**config.mk**
```make
export PLATFORM = sky130hd
export DESIGN_NAME = eb2_skid
export DESIGN_NICKNAME = d
export VERILOG_FILES = /design/src/rtl/eb2_skid.sv
export SDC_FILE = /design/constraint.sdc
export NUM_CORES = 1
export LEC_CHECK = 0
export ABC_AREA = 0
export BUFFER_PORTS_ARGS = -buffer_cell sky130_fd_sc_hd__buf_4
export CORE_AREA = 2 2 115 117
export DETAILED_ROUTE_END_ITERATION = 6
export DIE_AREA = 0 0 117 119
export PLACE_DENSITY = 0.54
export SYNTH_ARGS = -nofsm -noshare
export SYNTH_HDL_FRONTEND = slang
export SYNTH_SLANG_ARGS = --single-unit
```
**constraint.sdc**
```tcl
create_clock -name clk -period 1.7 [get_ports clk]
set_input_delay 0.085 -clock clk [delete_from_list [all_inputs] [get_ports clk]]
set_output_delay 0.085 -clock clk [all_outputs]
set_load 0.01 [all_outputs]
```
**src/rtl/eb2_skid.sv**
```systemverilog
// Two-entry elastic buffer; forward (i_valid/i_data) and backward (t_ready) paths both registered.
// Latency: one cycle from upstream acceptance to i_data when EMPTY or draining; 1 word/cycle sustained.
// Backpressure: t_ready drops only when both entries are held; it comes from a flop, never from i_ready.
//
// Ports:
//   clk             clock, rising edge
//   rstf            asynchronous reset, active low
//   t_data/t_valid  upstream payload and valid
//   t_ready         buffer can accept (registered)
//   i_data/i_valid  downstream payload and valid (registered)
//   i_ready         downstream accepts
//   count           occupancy 0..2 (registered)
module eb2_skid #(
    parameter int DWIDTH = 32
) (
    input  logic              clk,
    input  logic              rstf,
    input  logic [DWIDTH-1:0] t_data,
    input  logic              t_valid,
    output logic              t_ready,
    output logic [DWIDTH-1:0] i_data,
    output logic              i_valid,
    input  logic              i_ready,
    output logic [1:0]        count
);

    typedef enum logic [1:0] {
        ST_EMPTY = 2'd0,
        ST_HALF  = 2'd1,
        ST_FULL  = 2'd2
    } state_t;

    state_t            state_q, state_d;
    logic [DWIDTH-1:0] main_q, main_d;
    logic [DWIDTH-1:0] skid_q, skid_d;
    logic              t_ready_q, t_ready_d;
    logic              i_valid_q, i_valid_d;
    logic [1:0]        count_q, count_d;

    always_comb begin
        state_d = state_q;
        main_d  = main_q;
        skid_d  = skid_q;

        case (state_q)
            ST_EMPTY: begin
                // i_valid is low here, so i_ready has no effect.
                if (t_valid) begin
                    state_d = ST_HALF;
                    main_d  = t_data;
                end
            end
            ST_HALF: begin
                if (t_valid && i_ready) begin
                    main_d = t_data;
                end else if (t_valid) begin
                    // Downstream stalled: park the new word behind main.
                    state_d = ST_FULL;
                    skid_d  = t_data;
                end else if (i_ready) begin
                    state_d = ST_EMPTY;
                end
            end
            ST_FULL: begin
                // t_ready is low, so upstream inputs are ignored entirely.
                if (i_ready) begin
                    state_d = ST_HALF;
                    main_d  = skid_q;
                end
            end
            default: begin
                state_d = ST_EMPTY;
            end
        endcase

        // Outputs are decoded from the next state so they can be flopped
        // alongside it, keeping every output a pure register.
        t_ready_d = (state_d != ST_FULL);
        i_valid_d = (state_d != ST_EMPTY);
        count_d   = 2'd0;
        case (state_d)
            ST_HALF: count_d = 2'd1;
            ST_FULL: count_d = 2'd2;
            default: count_d = 2'd0;
        endcase
    end

    always_ff @(posedge clk or negedge rstf) begin
        if (!rstf) begin
            state_q   <= ST_EMPTY;
            main_q    <= '0;
            skid_q    <= '0;
            t_ready_q <= 1'b1;
            i_valid_q <= 1'b0;
            count_q   <= 2'd0;
        end else begin
            state_q   <= state_d;
            main_q    <= main_d;
            skid_q    <= skid_d;
            t_ready_q <= t_ready_d;
            i_valid_q <= i_valid_d;
            count_q   <= count_d;
        end
    end

    assign t_ready = t_ready_q;
    assign i_valid = i_valid_q;
    assign i_data  = main_q;
    assign count   = count_q;

`ifdef FORMAL
    a_count_range : assert property (@(posedge clk) disable iff (!rstf)
        count != 2'd3);
    a_ready_dec : assert property (@(posedge clk) disable iff (!rstf)
        t_ready == (count != 2'd2));
    a_valid_dec : assert property (@(posedge clk) disable iff (!rstf)
        i_valid == (count != 2'd0));
    a_hold : assert property (@(posedge clk) disable iff (!rstf)
        $past(i_valid && !i_ready) |-> (i_valid && $stable(i_data)));
    a_full_entry : assert property (@(posedge clk) disable iff (!rstf)
        (count == 2'd2 && $past(count != 2'd2)) |->
            $past(count == 2'd1 && t_valid && !i_ready));
    a_reset_vals : assert property (@(posedge clk)
        !rstf |-> (count == 2'd0 && !i_valid && t_ready && i_data == '0));
`endif

endmodule

```
# --- Word-level counts from Yosys, hierarchy flattened ---
# Cells that the tools add are included.
op_classes:
  n_eq_ne: 8
  n_mux: 11
  bitwise_logic: 1
  n_reduce_logical: 6
ops:
  columns: ["cell", "n"]
  rows:
  - ["32-bit 2-to-1 mux", 3]
  - ["32-bit one-hot mux with 3 select lines", 1]
  - ["2-bit 2-to-1 mux", 5]
  - ["2-bit inequality test, second input constant", 4]
  - ["2-bit one-hot mux with 3 select lines", 1]
  - ["2-bit by 1-bit == test with 1-bit output, second input constant", 2]
  - ["2-bit == test, second input constant", 2]
  - ["2-bit one-hot mux with 2 select lines", 1]
  - ["4-bit AND reduction", 1]
  - ["3-bit AND reduction", 1]
  - ["3-bit nonzero test", 1]
  - ["2-bit zero test", 1]
  - ["2-bit nonzero test", 1]
  - ["1-bit logical AND", 1]
  - ["1-bit NOT", 1]
word_totals:
  ff_bits: 70

# --- Logic depth before layout (Yosys ltp) ---
# Gate-level depths: netlist of run 1.
logic_depth:
  ltp_word: 6
  mapped_depth: 6

# --- Least setup slack after synthesis of run 1 ---
# No wires, ideal clock.
synth_timing:
  kind: "register to register"
  from: "register state_q[1]"
  to: "register main_q[10] (netlist: i_data[10])"
  setup_time_ns: 0.125
  arrival_time_ns: 1.407
  required_time_ns: 1.575
  setup_slack_ns: 0.168
  path_stages_with_launch: 7
  path_cell_list: "dfrtp_1 nor2b_1 buf_2 o21ai_2 o21ai_2 buf_6 mux2_4"
synth_between:
  elab_chain_cells: 3
synth_lines:
  columns: ["element", "line", "rtl"]
  rows:
  - ["start: declaration", "33", "state_t state_q, state_d;"]
  - ["start signal: assignment", "97", "state_q <= state_d;"]
  - ["2-bit by 1-bit == test with 1-bit output (tied with other cells)", "45", "case (state_q)"]
  - ["2-bit inequality test (no source line) / 3-bit nonzero test (equally long branches)", null, null]
  - ["4-bit AND reduction (no source line)", null, null]
  - ["end signal: assignment", "98", "main_q <= main_d;"]
  - ["end: declaration", "34", "logic [DWIDTH-1:0] main_q, main_d;"]
# Parallel ways exist; a longest one is shown, timed or not.
# A chain may end at the register's enable or synchronous reset.

# --- Worst setup path in the final report of run 1 ---
layout_timing:
  from: "register state_q[1]"
  to: "register main_q[0] (netlist: i_data[0])"
# The elaborated chain is that of the path after synthesis.

==> results of run 1 <==
-- cells by family after synthesis --
| group | after synthesis | share of synthesized area |
|---|---|---|
| compound gates | 6 | 0.0120 |
| simple gates | 105 | 0.131 |
| flops | 70 | 0.560 |
| mux | 65 | 0.270 |
| buf+inv | 15 | 0.0272 |
-- state kept, by name, indices dropped and copies added, names as in the netlist --
register / cells
skid_q: 32
count: 2
t_ready: 1
state_q: 2
i_data: 32
i_valid: 1
-- metal layers --
layer / track usage / share of wire / up-vias
met1: 0.141 / 0.48 / 1100
met4: 0.0463 / 0.022 / 0
met3: 0.0346 / 0.041 / 10
met2: 0.162 / 0.46 / 56
li1: - / - / 1079
met5: 0 / 0 / -
-- through the flow --
stage	setup WS [ns]	hold WS, ns	utilization
CTS	0.113	0.0849	0.358
floorplan	0.168	-0.211	-
finish	0.118	0.0898	0.358
global placement	0.136	0.0909	0.307
detailed placement	0.122	0.0955	0.307
global route	0.0448	0.128	0.358
-- report_power, final --
group,leakage (nW),total (mW),switching (mW),internal [mW]
combinational,1.22,1.99,0.735,1.26
sequential,0.826,2.67,0.360,2.31
clock,0.154,2.02,0.706,1.32
total,2.20,6.69,1.80,4.89
-- placed cells by master (no fill, tap or decap), drive strengths merged, types with 3 or more instances in the layout --
master / n
mux2: 65
buf: 82
nor2b: 3
dlygate4sd3: 34
clkbuf: 10
o21ai: 5
nor2: 3
nand2: 96
nand2b: 3
dfrtp: 69
-- path summary, 6_finish.rpt --
path,slack (ns),start,endpoint,cells after the start
min reg2reg,0.49,skid_q[5],skid_q[5],1
max,0.12,state_q[1],i_data[0],4
max in group asynchronous,0.84,rstf,skid_q[1],3
min in group asynchronous,0.28,rstf,skid_q[2],2
min,0.09,t_valid,i_valid,3
max reg2reg,0.12,state_q[1],i_data[0],4
-- worst reg2reg max path, delay by kind of cell, from the launching register on --
family	cells	cell delay [ns]
compound gates	1	0.22
buf+inv	1	0.21
flops	1	0.44
mux	1	0.35
simple gates	1	0.25
-- layout make-up --
cell class                 count  area [µm²]  share of cell area
inverter                       1        3.75            0.000814
timing repair buffer         116         993               0.215
tap                          176         220              0.0478
clock inverter                 6        85.1              0.0185
sequential                    70        1750               0.380
multi-input combinational    176        1320               0.285
clock buffer                  10         239              0.0518
-- what timing repair did --
item | 4_1_cts | 5_1_grt
endpoints found under the hold margin | 68 | 0
gates resized for setup | 0 | 0
hold buffers | 34 | 0
==> flow_summary.json, run 1 <==
{
  "detail-route-antenna-nets": 0,
  "design.die.area_um2": 13900,
  "grt_max_degree": 38,
  "wire_length_of_the_first_global_routing_pass_um": 11300,
  "yosys.cell_types.count": 16,
  "max-cap-violations": 0,
  "critical_path_peak_fanout": 16,
  "post_cts_setup_bufs": 0,
  "cts_tree": "built",
  "critPathLaunchType": "flip-flop",
  "cts.root.buffer_cell": "sky130_fd_sc_hd__clkbuf_16",
  "path_clk_slew_ns": 0.05,
  "grt_setup_unrepaired": "false",
  "post_synth_inst_count": 261,
  "vias_per_cell": 4.05,
  "period_needed_ns": 1.58,
  "layout.filler_cells": 1286,
  "synth.net_count": 297,
  "die-height_um": 119,
  "synthDominantCellAreaShare": 0.552,
  "port_buffers": 71,
  "timing.hold.worst.class": "in2reg",
  "hold_viol": 0,
  "critical-path-slowest-cell": "sky130_fd_sc_hd__dfrtp_1",
  "ir_drop_mv": 0.410,
  "max_transition_viols_final": 0,
  "ys_ff_latch": 70,
  "numCtsBuffers": 9,
  "max-slew-margin-rel": 0.668,
  "cellPowerDensity_nw_per_um2": 1450,
  "worst-endpoint-arrival_ns": 1.79,
  "start_util": 0.243,
  "status": "finished, final reports clean",
  "h_tree_depth": 3,
  "cts_num_sinks": 70,
  "antenna_violations_before_repair": 0,
  "wl_um": 7130,
  "core_area_um2": 12900,
  "post_synth_main_area_contributors": "sky130_fd_sc_hd__dfrtp_1, sky130_fd_sc_hd__mux2_4, sky130_fd_sc_hd__mux2_2, sky130_fd_sc_hd__nand2_1, sky130_fd_sc_hd__buf_6",
  "crit_path_max_incr_delay_ns": 0.44,
  "critPathBufInv": 1,
  "grt_use_total": 0.108,
  "share_of_cells_above_drive_strength_1": 0.441,
  "post_synth_most_frequent_cells": "sky130_fd_sc_hd__nand2_1, sky130_fd_sc_hd__dfrtp_1, sky130_fd_sc_hd__mux2_2",
  "drc_errors": 0,
  "final_setup_tns_ns": 0,
  "synth_edf_count": 0,
  "area_growth_syn_to_layout_pct": 47.3,
  "measured_slew_at_the_worst_slew_check_pin_ns": 0.497,
  "antenna_cells": 0,
  "ioPinCount": 72,
  "vias": 2245,
  "hpwl_um": 4560,
  "first_pass_iters": 4,
  "report.power.total_mw": 6.69,
  "clkLatencyLatePin_ns": 0.33,
  "grt_pass1_vias": 2267,
  "post-route-period-util": 0.931,
  "synthesis.area_per_instance_um2": 12.0,
  "leakage_component_of_the_power_nw": 2.20,
  "yosys.cell_count.top_type": "sky130_fd_sc_hd__nand2_1",
  "async_reset_ff_frac": 1.00,
  "wire_per_inst_um": 12.8,
  "timing.critical_path.required_ns": 1.91,
  "syn_area_um2": 3130,
  "die_w_um": 117,
  "gp_congestion": 0.692,
  "synth_flop_cell": "sky130_fd_sc_hd__dfrtp_1",
  "timing.clock.skew_ns": 0.00410,
  "place_area_um2": 3950,
  "final_cell_area_um2": 4610,
  "finalSetupViolCount": 0,
  "setup.worst_path.end_class": "flip-flop",
  "drt_iter0_drc": 62,
  "critical_path.top_delay_family": "flip-flops",
  "yosysWarnings": 0,
  "fmax_ghz": 0.632,
  "cts_max_path_buffers": 2,
  "num-nets-final": 410,
  "dp_cells": 505,
  "fin_cells": 555,
  "globalRouteOverflowTotal": 0,
  "path_class": "reg2reg",
  "ys_seq_area_frac": 0.560,
  "floorplan.rows": 42,
  "crit_path_cell_trace": "nand2b_1 > o21ai_4 > buf_12 > mux2_2",
  "synth.largest_area_cell": "sky130_fd_sc_hd__dfrtp_1"
}
Power figures use the tool's default switching activity.
==> inputs of run 2 (changes only) <==
--- a/config.mk
+++ b/config.mk
@@ -7,10 +7,11 @@
 export LEC_CHECK = 0
 export ABC_AREA = 0
 export BUFFER_PORTS_ARGS = -buffer_cell sky130_fd_sc_hd__buf_4
-export CORE_AREA = 2 2 115 117
+export CORE_AREA = 2 2 106 128
 export DETAILED_ROUTE_END_ITERATION = 6
-export DIE_AREA = 0 0 117 119
-export PLACE_DENSITY = 0.54
+export DIE_AREA = 0 0 108 130
+export PLACE_DENSITY = 0.41
+export SETUP_SLACK_MARGIN = 0.4
 export SYNTH_ARGS = -nofsm -noshare
 export SYNTH_HDL_FRONTEND = slang
 export SYNTH_SLANG_ARGS = --single-unit
==> run 2 against run 1 <==
Critical path depth grew 2; worst setup slack gained 0.026 ns; count of clock-buffer cells in the layout shrank 1; sequential power is essentially flat; die area grew 0.84%; non-clock buffer count grew 13; final cell count grew 0.90%; clock skew grew 0.0029 ns; routed wire length grew 12%; largest cell class unchanged.
==> flow_summary.json, run 2 (synthesis gave the netlist of run 1 again) <==
{
  "grt_max_degree": 34,
  "hpwl_um": 4780,
  "grt_use_total": 0.125,
  "crit-reg2reg-launch": "state_q[1]",
  "final_cell_mix": "sky130_fd_sc_hd__nand2_1, sky130_fd_sc_hd__buf_4, sky130_fd_sc_hd__dfrtp_1, sky130_fd_sc_hd__mux2_4, sky130_fd_sc_hd__dlygate4sd3_1",
  "die-height_um": 130,
  "finalSetupViolCount": 0,
  "clkLatencyLatePin_ns": 0.34,
  "core_area_um2": 12900,
  "worst-endpoint-arrival_ns": 1.77,
  "final_common_cell": "sky130_fd_sc_hd__nand2_1",
  "p_comb_frac": 0.327,
  "hp-start": "t_valid",
  "report.power.total_mw": 7.27,
  "critical_path_peak_fanout": 7,
  "gp_congestion": 0.730,
  "ir_drop_mv": 0.530,
  "path_class": "reg2reg",
  "startpoint": "state_q[1]",
  "ioPinCount": 72,
  "wire_per_inst_um": 14.2,
  "final_setup_tns_ns": 0,
  "drc_errors": 0,
  "die_w_um": 108,
  "design.die.area_um2": 14000,
  "critPathLaunchType": "flip-flop",
  "critical_path.top_delay_family": "flip-flops",
  "p_seq_frac": 0.371,
  "antenna_violations_before_repair": 0,
  "h_tree_depth": 3,
  "power.clock.fraction": 0.301,
  "cell_internal_pwr_mw": 5.32,
  "floorplan.rows": 46,
  "leakage_component_of_the_power_nw": 2.41,
  "timing.critical_path.required_ns": 1.91,
  "hold_viol": 0,
  "period_needed_ns": 1.56,
  "grt_pass1_vias": 2484,
  "timing.hold.worst.class": "in2reg",
  "share_of_cells_above_drive_strength_1": 0.472,
  "globalRouteOverflowTotal": 0,
  "critical-path-slowest-cell": "sky130_fd_sc_hd__dfrtp_2",
  "critPathBufInv": 2,
  "max_transition_viols_final": 0,
  "cts_num_sinks": 70,
  "measured_slew_at_the_worst_slew_check_pin_ns": 0.420,
  "port_buffers": 71,
  "timing.clock.skew_ns": 0.00702,
  "vias_per_cell": 4.06,
  "wire_length_of_the_first_global_routing_pass_um": 13100,
  "vias": 2271,
  "crit_path_max_incr_delay_ns": 0.45,
  "area_growth_syn_to_layout_pct": 59.5,
  "cp_dominant_cell_by_count": "sky130_fd_sc_hd__o21ai_4",
  "multi_input_comb_area_um2": 1410,
  "drt_iter0_drc": 43,
  "layout.filler_cells": 1248,
  "path_clk_slew_ns": 0.06,
  "cts_tree": "built",
  "max-slew-margin-rel": 0.720,
  "grt_setup_unrepaired": "true",
  "status": "finished, final reports clean",
  "crit_path_cell_trace": "nor2b_4 > o21ai_4 > o21ai_4 > buf_12 > buf_16 > mux2_4",
  "num-nets-final": 423,
  "sequential_cell_area_um2": 1760,
  "start_util": 0.242,
  "detail-route-antenna-nets": 0,
  "power_switching_share": 0.269,
  "fmax_ghz": 0.643,
  "detailedPlace.worstSlack_ns": 0.0589,
  "layout_setup_ws_ns": 0.144,
  "numCtsBuffers": 9,
  "setup.worst_path.end_class": "flip-flop",
  "post-route-period-util": 0.915,
  "cts_max_path_buffers": 2,
  "power_switching_mw": 1.95,
  "max-cap-violations": 0,
  "first_pass_iters": 4,
  "antenna_cells": 0,
  "cts.root.buffer_cell": "sky130_fd_sc_hd__clkbuf_16",
  "wl_um": 7950,
  "cellPowerDensity_nw_per_um2": 1460
}
[run 2: through the flow]
| stage | util | std cells | hold WS, ns | instance area, µm² |
|---|---|---|---|---|
| 6_report | 0.385 | 560 | 0.0984 | 4990 |
| 5_1_grt | 0.385 | 560 | 0.115 | 4990 |
| 4_1_cts | 0.384 | 559 | 0.0422 | 4980 |
| 3_5_place_dp | 0.305 | 495 | 0.0292 | 3950 |
| 3_3_place_gp | 0.305 | 495 | 0.0232 | 3950 |
| 2_1_floorplan | - | 261 | -0.211 | 3180 |
[run 2: worst paths after layout]
| path | to | slack (ns) | depth (start not counted) |
|---|---|---|---|
| max | i_data[13] | 0.14 | 6 |
| min | i_valid | 0.1 | 3 |
| max in group asynchronous | i_data[13] | 0.92 | 3 |
| min reg2reg | skid_q[2] | 0.51 | 1 |
| min in group asynchronous | i_data[30] | 0.20 | 2 |
| max reg2reg | i_data[13] | 0.14 | 6 |
[run 2: power by group through the flow]
stage	clock network [mW]	logic, mW	registers (mW)
after floorplan	0	1.07	2.76
after global placement	0	1.94	2.71
after detailed placement	0	1.98	2.70
after CTS	2.25	2.42	2.70
after global routing	2.33	2.58	2.79
final	2.19	2.38	2.70
[run 2: worst register-to-register path, delay by kind of cell, from the launching register on]
kind | cells | cell delay, ns
buffers and inverters | 2 | 0.30
AO/OA/AOI/OAI | 2 | 0.25
flip-flops | 1 | 0.45
AND/OR/NAND/NOR | 1 | 0.15
multiplexers | 1 | 0.29
[run 2: final cells by class]
| class | count | share of cell area |
|---|---|---|
| Clock buffer | 9 | 0.0451 |
| Clock inverter | 7 | 0.0241 |
| Inverter | 1 | 0.000752 |
| Multi-Input combinational cell | 176 | 0.283 |
| Sequential cell | 70 | 0.352 |
| Tap cell | 168 | 0.0421 |
| Timing Repair Buffer | 129 | 0.253 |
[run 2: timing repair]
item / in CTS / in global routing
setup endpoints to repair: 68 / 67
pin swaps: 1 / 1
endpoints found under the hold margin: 58 / 0
hold buffers: 34 / 0
cloned: 5 / 0
buffers inserted: 9 / 1
resized for setup: 30 / 2
[run 2: per-layer routing]
metal  GRT usage  up-vias  share of wire
li1            -     1113              -
met2       0.196       50           0.46
met4      0.0588        0          0.021
met1       0.162     1097           0.47
met5           0        -              0
met3      0.0295       11          0.040
